===== src/rtl/serial_sub.sv =====
// Bit-serial subtractor: diff = a - b - bin, LSB first, one bit per clock.
// A borrow flip-flop carries the borrow between cycles; done pulses for one cycle.
module serial_sub #(
  parameter int WIDTH = 8
) (
  input  logic             clk,
  input  logic             rst_n,
  input  logic             start,
  input  logic [WIDTH-1:0] a,
  input  logic [WIDTH-1:0] b,
  input  logic             bin,
  output logic             busy,
  output logic             done,
  output logic [WIDTH-1:0] diff,
  output logic             bout
);

  localparam int CW = $clog2(WIDTH + 1);
  localparam logic [CW-1:0] LAST = CW'(WIDTH - 1);

  typedef enum logic [1:0] {
    IDLE = 2'd0,
    RUN  = 2'd1,
    DONE = 2'd2
  } state_t;

  state_t           state;
  state_t           state_nxt;
  logic [WIDTH-1:0] a_sr;
  logic [WIDTH-1:0] b_sr;
  logic             brw;
  logic [CW-1:0]    cnt;
  logic             d;
  logic             bn;
  logic [WIDTH-1:0] diff_shift;

  // One full-subtractor cell, applied to the current LSBs.
  assign d  = a_sr[0] ^ b_sr[0] ^ brw;
  assign bn = (~a_sr[0] & b_sr[0]) | (~(a_sr[0] ^ b_sr[0]) & brw);

  // The result fills from the top so that after WIDTH shifts bit 0 sits at diff[0].
  generate
    if (WIDTH == 1) begin : g_shift_one
      assign diff_shift = d;
    end else begin : g_shift_many
      assign diff_shift = {d, diff[WIDTH-1:1]};
    end
  endgenerate

  always_ff @(posedge clk or negedge rst_n) begin
    if (!rst_n) begin
      state <= IDLE;
    end else begin
      // NOTE: registers are always assigned with <= so every flop samples pre-edge values.
      state <= state_nxt;
    end
  end

  always_comb begin
    // NOTE: every output of this block gets a default first, so no path can infer a latch.
    state_nxt = state;
    busy      = 1'b0;
    done      = 1'b0;
    case (state)
      IDLE: begin
        if (start) state_nxt = RUN;
      end
      RUN: begin
        busy = 1'b1;
        if (cnt == LAST) state_nxt = DONE;
      end
      DONE: begin
        busy      = 1'b1;
        done      = 1'b1;
        state_nxt = IDLE;
      end
      default: state_nxt = IDLE;
    endcase
  end

  always_ff @(posedge clk or negedge rst_n) begin
    if (!rst_n) begin
      // NOTE: all datapath registers are reset so outputs never carry X after reset.
      a_sr <= '0;
      b_sr <= '0;
      brw  <= 1'b0;
      cnt  <= '0;
      diff <= '0;
      bout <= 1'b0;
    end else begin
      case (state)
        IDLE: begin
          if (start) begin
            a_sr <= a;
            b_sr <= b;
            brw  <= bin;
            cnt  <= '0;
          end
        end
        RUN: begin
          diff <= diff_shift;
          a_sr <= a_sr >> 1;
          b_sr <= b_sr >> 1;
          brw  <= bn;
          cnt  <= cnt + 1'b1;
          if (cnt == LAST) bout <= bn;
        end
        default: ;
      endcase
    end
  end

endmodule


===== config.mk =====
export PLATFORM = sky130hd
export DESIGN_NAME = serial_sub
export DESIGN_NICKNAME = d
export VERILOG_FILES = /design/src/rtl/serial_sub.sv
export SDC_FILE = /design/constraint.sdc
export NUM_CORES = 1
export LEC_CHECK = 0
export CAP_MARGIN = 20
export CORE_MARGIN = 8
export CORE_UTILIZATION = 66
export DETAILED_ROUTE_END_ITERATION = 10
export DONT_BUFFER_PORTS = 1
export GPL_TIMING_DRIVEN = 0
export PLACE_DENSITY = 0.82
export SETUP_SLACK_MARGIN = 0.1
export SYNTH_ARGS = -nofsm -noshare
export SYNTH_HDL_FRONTEND = slang
export SYNTH_SLANG_ARGS = --single-unit

===== constraint.sdc =====
create_clock -name clk -period 4.4 [get_ports clk]
set_clock_uncertainty 0.2 [all_clocks]
set_input_delay 0.88 -clock clk [delete_from_list [all_inputs] [get_ports clk]]
set_output_delay 0.88 -clock clk [all_outputs]
set_load 0.05 [all_outputs]

Yosys cells after proc, flatten, opt, wreduce, memory -nomap -nowiden. Cells that the tools add are included.

$add $sub $neg: 1. Eq/ne operators: 5. Multiplexer cells: 13. Bitwise logic cells: 7. Reduce and logical (&&, ||, !) cells: 6.

Operators with widths (count): 8-bit one-hot mux with 2 select lines (2); 8-bit 2-to-1 mux (2); 4-bit one-hot mux with 2 select lines (1); 2-bit AND reduction (3); 4-bit by 1-bit adder with 4-bit output, second input constant (1); 4-bit by 3-bit equality test with 1-bit output, second input constant (1); 2-bit 2-to-1 mux (2); 4-bit 2-to-1 mux (1); 2-bit != test, second input constant (2); 2-bit one-hot mux with 2 select lines (1); 1-bit 2-to-1 mux (3); 1-bit bitwise AND (2); 2-bit by 1-bit equality test with 1-bit output, second input constant (1); 2-bit equality test, second input constant (1); 2-bit logical NOT (1); 1-bit inverter (2); 1-bit one-hot mux with 2 select lines (1); 2-bit nonzero test (1); 2-bit OR reduction (1); 1-bit bitwise XOR (2); 1-bit bitwise OR (1).

Bits in registers: 32. Logic and storage cells: 39.

Logic depth before layout (Yosys ltp).
Depth after elaboration: 5. Gate-level depth with buffers: 8. Mapped depth without buffers: 5.

Worst setup path before layout. No wires, ideal clock.

Path type: register to output. Start: register state[0]. End: output busy. Data arrival time: 0.957 ns. Setup slack: 2.363 ns. Cell stages (with the launch flop): 3. Cell sequence: dfrtp_1 > inv_1 > ha_1.

Longest elaborated chain between the ends: 3.

Ends and longest elaborated chain: from (decl) (RTL line 27) `state_t state;`; from (signal assigned) (RTL line 55) `state <= state_nxt;`; 2-bit by 1-bit equality test with 1-bit output / 2-bit equality test (equally long branches) (RTL line 64) `case (state)`; 2-bit OR reduction (no source line) *; 1-bit 2-to-1 mux * (RTL line 64); to (decl) (RTL line 12) `output logic busy,`.

Every way passes the cells marked *; elsewhere a longest branch is shown, timed or not.

Worst setup path after layout. Ends and elaborated chain as after synthesis.

==> impl_metrics.prom <==
# TYPE chip_impl_metric gauge
chip_impl_metric{name="post_route_cells_drive_above_1_share",unit="%"} 16.08
chip_impl_metric{name="cts_max_level",unit=""} 2
chip_impl_metric{name="layout-area-overhead-vs-synth",unit="%"} 7.137
chip_impl_info{name="crit_path_top_delay_cell",value="sky130_fd_sc_hd__ha_1"} 1
chip_impl_metric{name="worstSkewPairLatency",unit="ps"} 330
chip_impl_metric{name="floorplan.initialDensity",unit="%"} 68.69
chip_impl_info{name="worst_setup_path_startpoint",value="state[0]"} 1
chip_impl_metric{name="clock_transition_at_the_registers_of_the_reported_paths",unit="ps"} 100
chip_impl_metric{name="power_per_cell_area",unit="nW/um2"} 827.7
chip_impl_info{name="cts_root_buf",value="sky130_fd_sc_hd__clkbuf_4"} 1
chip_impl_metric{name="timing.critical_path.slowest_cell_delay",unit="ps"} 570
chip_impl_metric{name="power.share.combinational",unit="%"} 36.6
chip_impl_metric{name="drt_iter0_drc",unit=""} 48
chip_impl_metric{name="max_slew_margin",unit="%"} 65.90
chip_impl_metric{name="final_nets",unit=""} 167
chip_impl_metric{name="detailed_place.area",unit="um2"} 1525
chip_impl_info{name="hold_path.class",value="input port to async pin"} 1
chip_impl_metric{name="drc",unit=""} 0
chip_impl_metric{name="drt_first_pass_iters",unit=""} 4
chip_impl_metric{name="grt_max_degree",unit=""} 33
chip_impl_metric{name="floorplan.core_area",unit="um2"} 2170
chip_impl_metric{name="fillers",unit=""} 166
chip_impl_metric{name="remaining_antenna_violation_count",unit=""} 0
chip_impl_metric{name="first_pass_grt_wire_length",unit="um"} 4981
chip_impl_metric{name="sequentialPowerShare",unit="%"} 50.1
chip_impl_metric{name="synth_top_area_share",unit="%"} 53.74
chip_impl_info{name="timing_worst_setup_path_type",value="flop to output port"} 1
chip_impl_info{name="synthMostInstantiatedCell",value="sky130_fd_sc_hd__dfrtp_1"} 1
chip_impl_info{name="critical_path.endpoint",value="busy"} 1
chip_impl_metric{name="layout_worst_path_cycle_share",unit="%"} 55.87
chip_impl_info{name="worstSetupStartpointType",value="flop"} 1
chip_impl_metric{name="floorplan.die.height",unit="um"} 63.52
chip_impl_metric{name="holdBufCountCts",unit=""} 0
chip_impl_info{name="cp-end-kind",value="output port"} 1
chip_impl_metric{name="power_switching",unit="mW"} 0.5970
chip_impl_metric{name="quantity_of_gates_resized_following_cts",unit=""} 0
chip_impl_metric{name="report.final.setup_viol",unit=""} 0
chip_impl_metric{name="critical_path.max_fanout",unit=""} 3
chip_impl_info{name="synth_ff_type",value="sky130_fd_sc_hd__dfrtp_1"} 1
chip_impl_metric{name="p_leak",unit="nW"} 0.7488
chip_impl_info{name="outcome",value="completed"} 1
chip_impl_metric{name="cts_num_sinks",unit=""} 32
chip_impl_metric{name="finalCriticalPeriod",unit="ps"} 2458
chip_impl_metric{name="num_rows",unit=""} 17
chip_impl_info{name="yosys-top-cells-count",value="sky130_fd_sc_hd__dfrtp_1, sky130_fd_sc_hd__nand2_1, sky130_fd_sc_hd__o21ai_0"} 1
chip_impl_metric{name="cts_buffers",unit=""} 5
chip_impl_metric{name="total_power",unit="mW"} 1.321
chip_impl_metric{name="cts_setup_buffers",unit=""} 0
chip_impl_metric{name="dr_total_vias",unit=""} 1023
chip_impl_metric{name="worstPathArrival",unit="ps"} 1380
chip_impl_metric{name="synth-seq-area-share",unit="%"} 53.74
chip_impl_metric{name="cp.required",unit="ps"} 3320
chip_impl_metric{name="synth_cell_types",unit=""} 21
chip_impl_metric{name="reg2reg_depth",unit=""} 7
chip_impl_metric{name="ir_drop",unit="mV"} 0.5370
chip_impl_metric{name="place.port_buffers",unit=""} 0
chip_impl_metric{name="final-hold-violation-count",unit=""} 0
chip_impl_info{name="yosysTopAreaCell",value="sky130_fd_sc_hd__dfrtp_1"} 1
chip_impl_metric{name="total_standard_cell_area_after_synthesis",unit="um2"} 1490
chip_impl_info{name="r2r_path_end",value="cnt[0]"} 1
chip_impl_info{name="synth.top_cells.by_area",value="sky130_fd_sc_hd__dfrtp_1, sky130_fd_sc_hd__mux2i_1, sky130_fd_sc_hd__o21ai_0"} 1
chip_impl_metric{name="detail_route.vias_per_cell",unit=""} 5.982
chip_impl_metric{name="fmax",unit="MHz"} 406.8
chip_impl_metric{name="instance_count_of_the_mapped_netlist",unit=""} 134
chip_impl_metric{name="dpl.hpwl",unit="um"} 2112
chip_impl_metric{name="ys_async_sr_fraction",unit="%"} 100.0
chip_impl_info{name="reg2reg_from",value="state[0]"} 1
chip_impl_metric{name="cts_max_path_buffers",unit=""} 2
chip_impl_metric{name="totalNegativeSetupSlack",unit="ps"} 0
chip_impl_metric{name="synth.ff_latch_count",unit=""} 32
chip_impl_info{name="tritoncts",value="built"} 1
chip_impl_metric{name="pwr-share-clk",unit="%"} 13.2
chip_impl_metric{name="total_grt_usage",unit="%"} 15.44
chip_impl_metric{name="design.portCount",unit=""} 31
chip_impl_metric{name="yosysWarnings",unit=""} 0
chip_impl_metric{name="final_cell_area",unit="um2"} 1597
chip_impl_metric{name="grt_antenna_before_repair",unit=""} 0
chip_impl_info{name="setup_repair_after_global_routing_missed_its_margin",value="no"} 1
chip_impl_metric{name="chipWidth",unit="um"} 63.52
chip_impl_metric{name="wl_per_cell",unit="um"} 17.19
chip_impl_metric{name="place_congestion",unit=""} 0.7835
chip_impl_metric{name="post-route-util",unit="%"} 73.59
chip_impl_metric{name="max_cap_check_violation_count",unit=""} 0
chip_impl_info{name="critical_path.cell_chain",value="inv_1 > ha_1"} 1
chip_impl_metric{name="rrSetupSlack",unit="ps"} 2410
chip_impl_metric{name="antenna_cells",unit=""} 0
chip_impl_metric{name="power.switching_fraction",unit="%"} 45.18
chip_impl_metric{name="route.final.wire_length",unit="um"} 2939
chip_impl_metric{name="synth.avg_cell_area",unit="um2"} 11.12
chip_impl_metric{name="slew_violations",unit=""} 0
chip_impl_metric{name="tightest_slew",unit="ps"} 511.6
chip_impl_metric{name="die-area",unit="um2"} 4034
chip_impl_metric{name="synth_fp_nets",unit=""} 159
chip_impl_metric{name="p_int",unit="mW"} 0.7243
chip_impl_metric{name="grt_pass1_vias",unit=""} 1080
chip_impl_metric{name="synth-edff-count",unit=""} 0
chip_impl_metric{name="grt.overflow.total",unit=""} 0
==> area by class of cell <==
cell class	instances	area (um2)	share of cell area, %
buffer	8	46.29	2.900
tap	28	35.03	2.194
clock inverter	2	10.01	0.6270
inverter	6	22.52	1.411
clock buffer	6	51.30	3.213
multi-input combinational	88	620.6	38.87
timing repair buffer	1	10.01	0.6270
sequential	32	800.8	50.16
==> cells by family (layout without fill, tap and decap cells) <==
group	after synthesis	after routing	share of synthesized area, %
AOI/OAI and AO/OA	23	23	8.480
and+or+nand+nor	36	36	11.67
buffers and inverters	14	23	4.618
DFF	32	32	53.74
adders and majority gates	5	5	4.702
muxes	24	24	16.79
==> power by group through the flow <==
stage / logic (mW) / registers (mW) / clock network, mW
floorplan: 0.398 / 0.640 / 0
global placement: 0.454 / 0.659 / 0
detailed placement: 0.485 / 0.670 / 0
CTS: 0.488 / 0.663 / 0.179
global route: 0.544 / 0.679 / 0.194
finish: 0.484 / 0.662 / 0.175
==> cell usage in the layout (no fill, tap or decap), drive strengths merged <==
| master | Yosys | final |
|---|---|---|
| nand4b | 2 | 2 |
| clkinv | 0 | 2 |
| nand2 | 22 | 22 |
| a311oi | 1 | 1 |
| fa | 1 | 1 |
| clkbuf | 1 | 7 |
| inv | 6 | 6 |
| a22oi | 1 | 1 |
| dlygate4sd3 | 0 | 1 |
| ha | 4 | 4 |
| buf | 7 | 7 |
| nand3 | 4 | 4 |
| dfrtp | 32 | 32 |
| o21ai | 19 | 19 |
| mux2i | 16 | 16 |
| a21oi | 1 | 1 |
| a32o | 1 | 1 |
| or4b | 1 | 1 |
| nor2 | 1 | 1 |
| nand2b | 4 | 4 |
| nand3b | 2 | 2 |
| mux2 | 8 | 8 |
==> sequential cells by signal (all words and copies together) (netlist names) <==
signal	cells
brw	1
b_sr	8
a_sr	8
cnt	4
diff	8
bout	1
state	2
==> metrics by stage <==
| step | setup WS (ps) | std cells | hold slack [ps] |
|---|---|---|---|
| after global routing | 1887 | 171 | 1.818 |
| after global placement | 2327 | 162 | 262.0 |
| after detailed placement | 2317 | 162 | 270.7 |
| final | 1942 | 171 | 35.55 |
| after floorplan | 2363 | 134 | 249.5 |
| after CTS | 1932 | 170 | 20.32 |
==> layer usage <==
metal  up-vias  track usage, %  routed length, um  share of wire, %
li1        477               -                  -                 -
met1       510           16.60               1144                39
met2        30           24.84               1536                52
met3         6           7.420                224               7.6
met4         0           7.521                 34               1.2
met5         -               0                  0                 0
==> how the worst min path moves through the flow <==
| stage | from | end | slack (ps) |
|---|---|---|---|
| after floorplan | a_sr[1] | a_sr[1] | 250 |
| after global placement | a_sr[1] | a_sr[1] | 260 |
| after detailed placement | b_sr[4] | b_sr[4] | 270 |
| after CTS | rst_n | b_sr[6] | 20 |
| final | rst_n | cnt[2] | 40 |
| after global routing | rst_n | cnt[2] | 2 |
==> critical path, delay by kind of cell (launching register included) <==
| kind | cells | cell delay (ps) |
|---|---|---|
| DFF | 1 | 400 |
| adders and majority gates | 1 | 570 |
| buffers and inverters | 1 | 90 |
No activity file was read; power rests on OpenSTA's default activity.
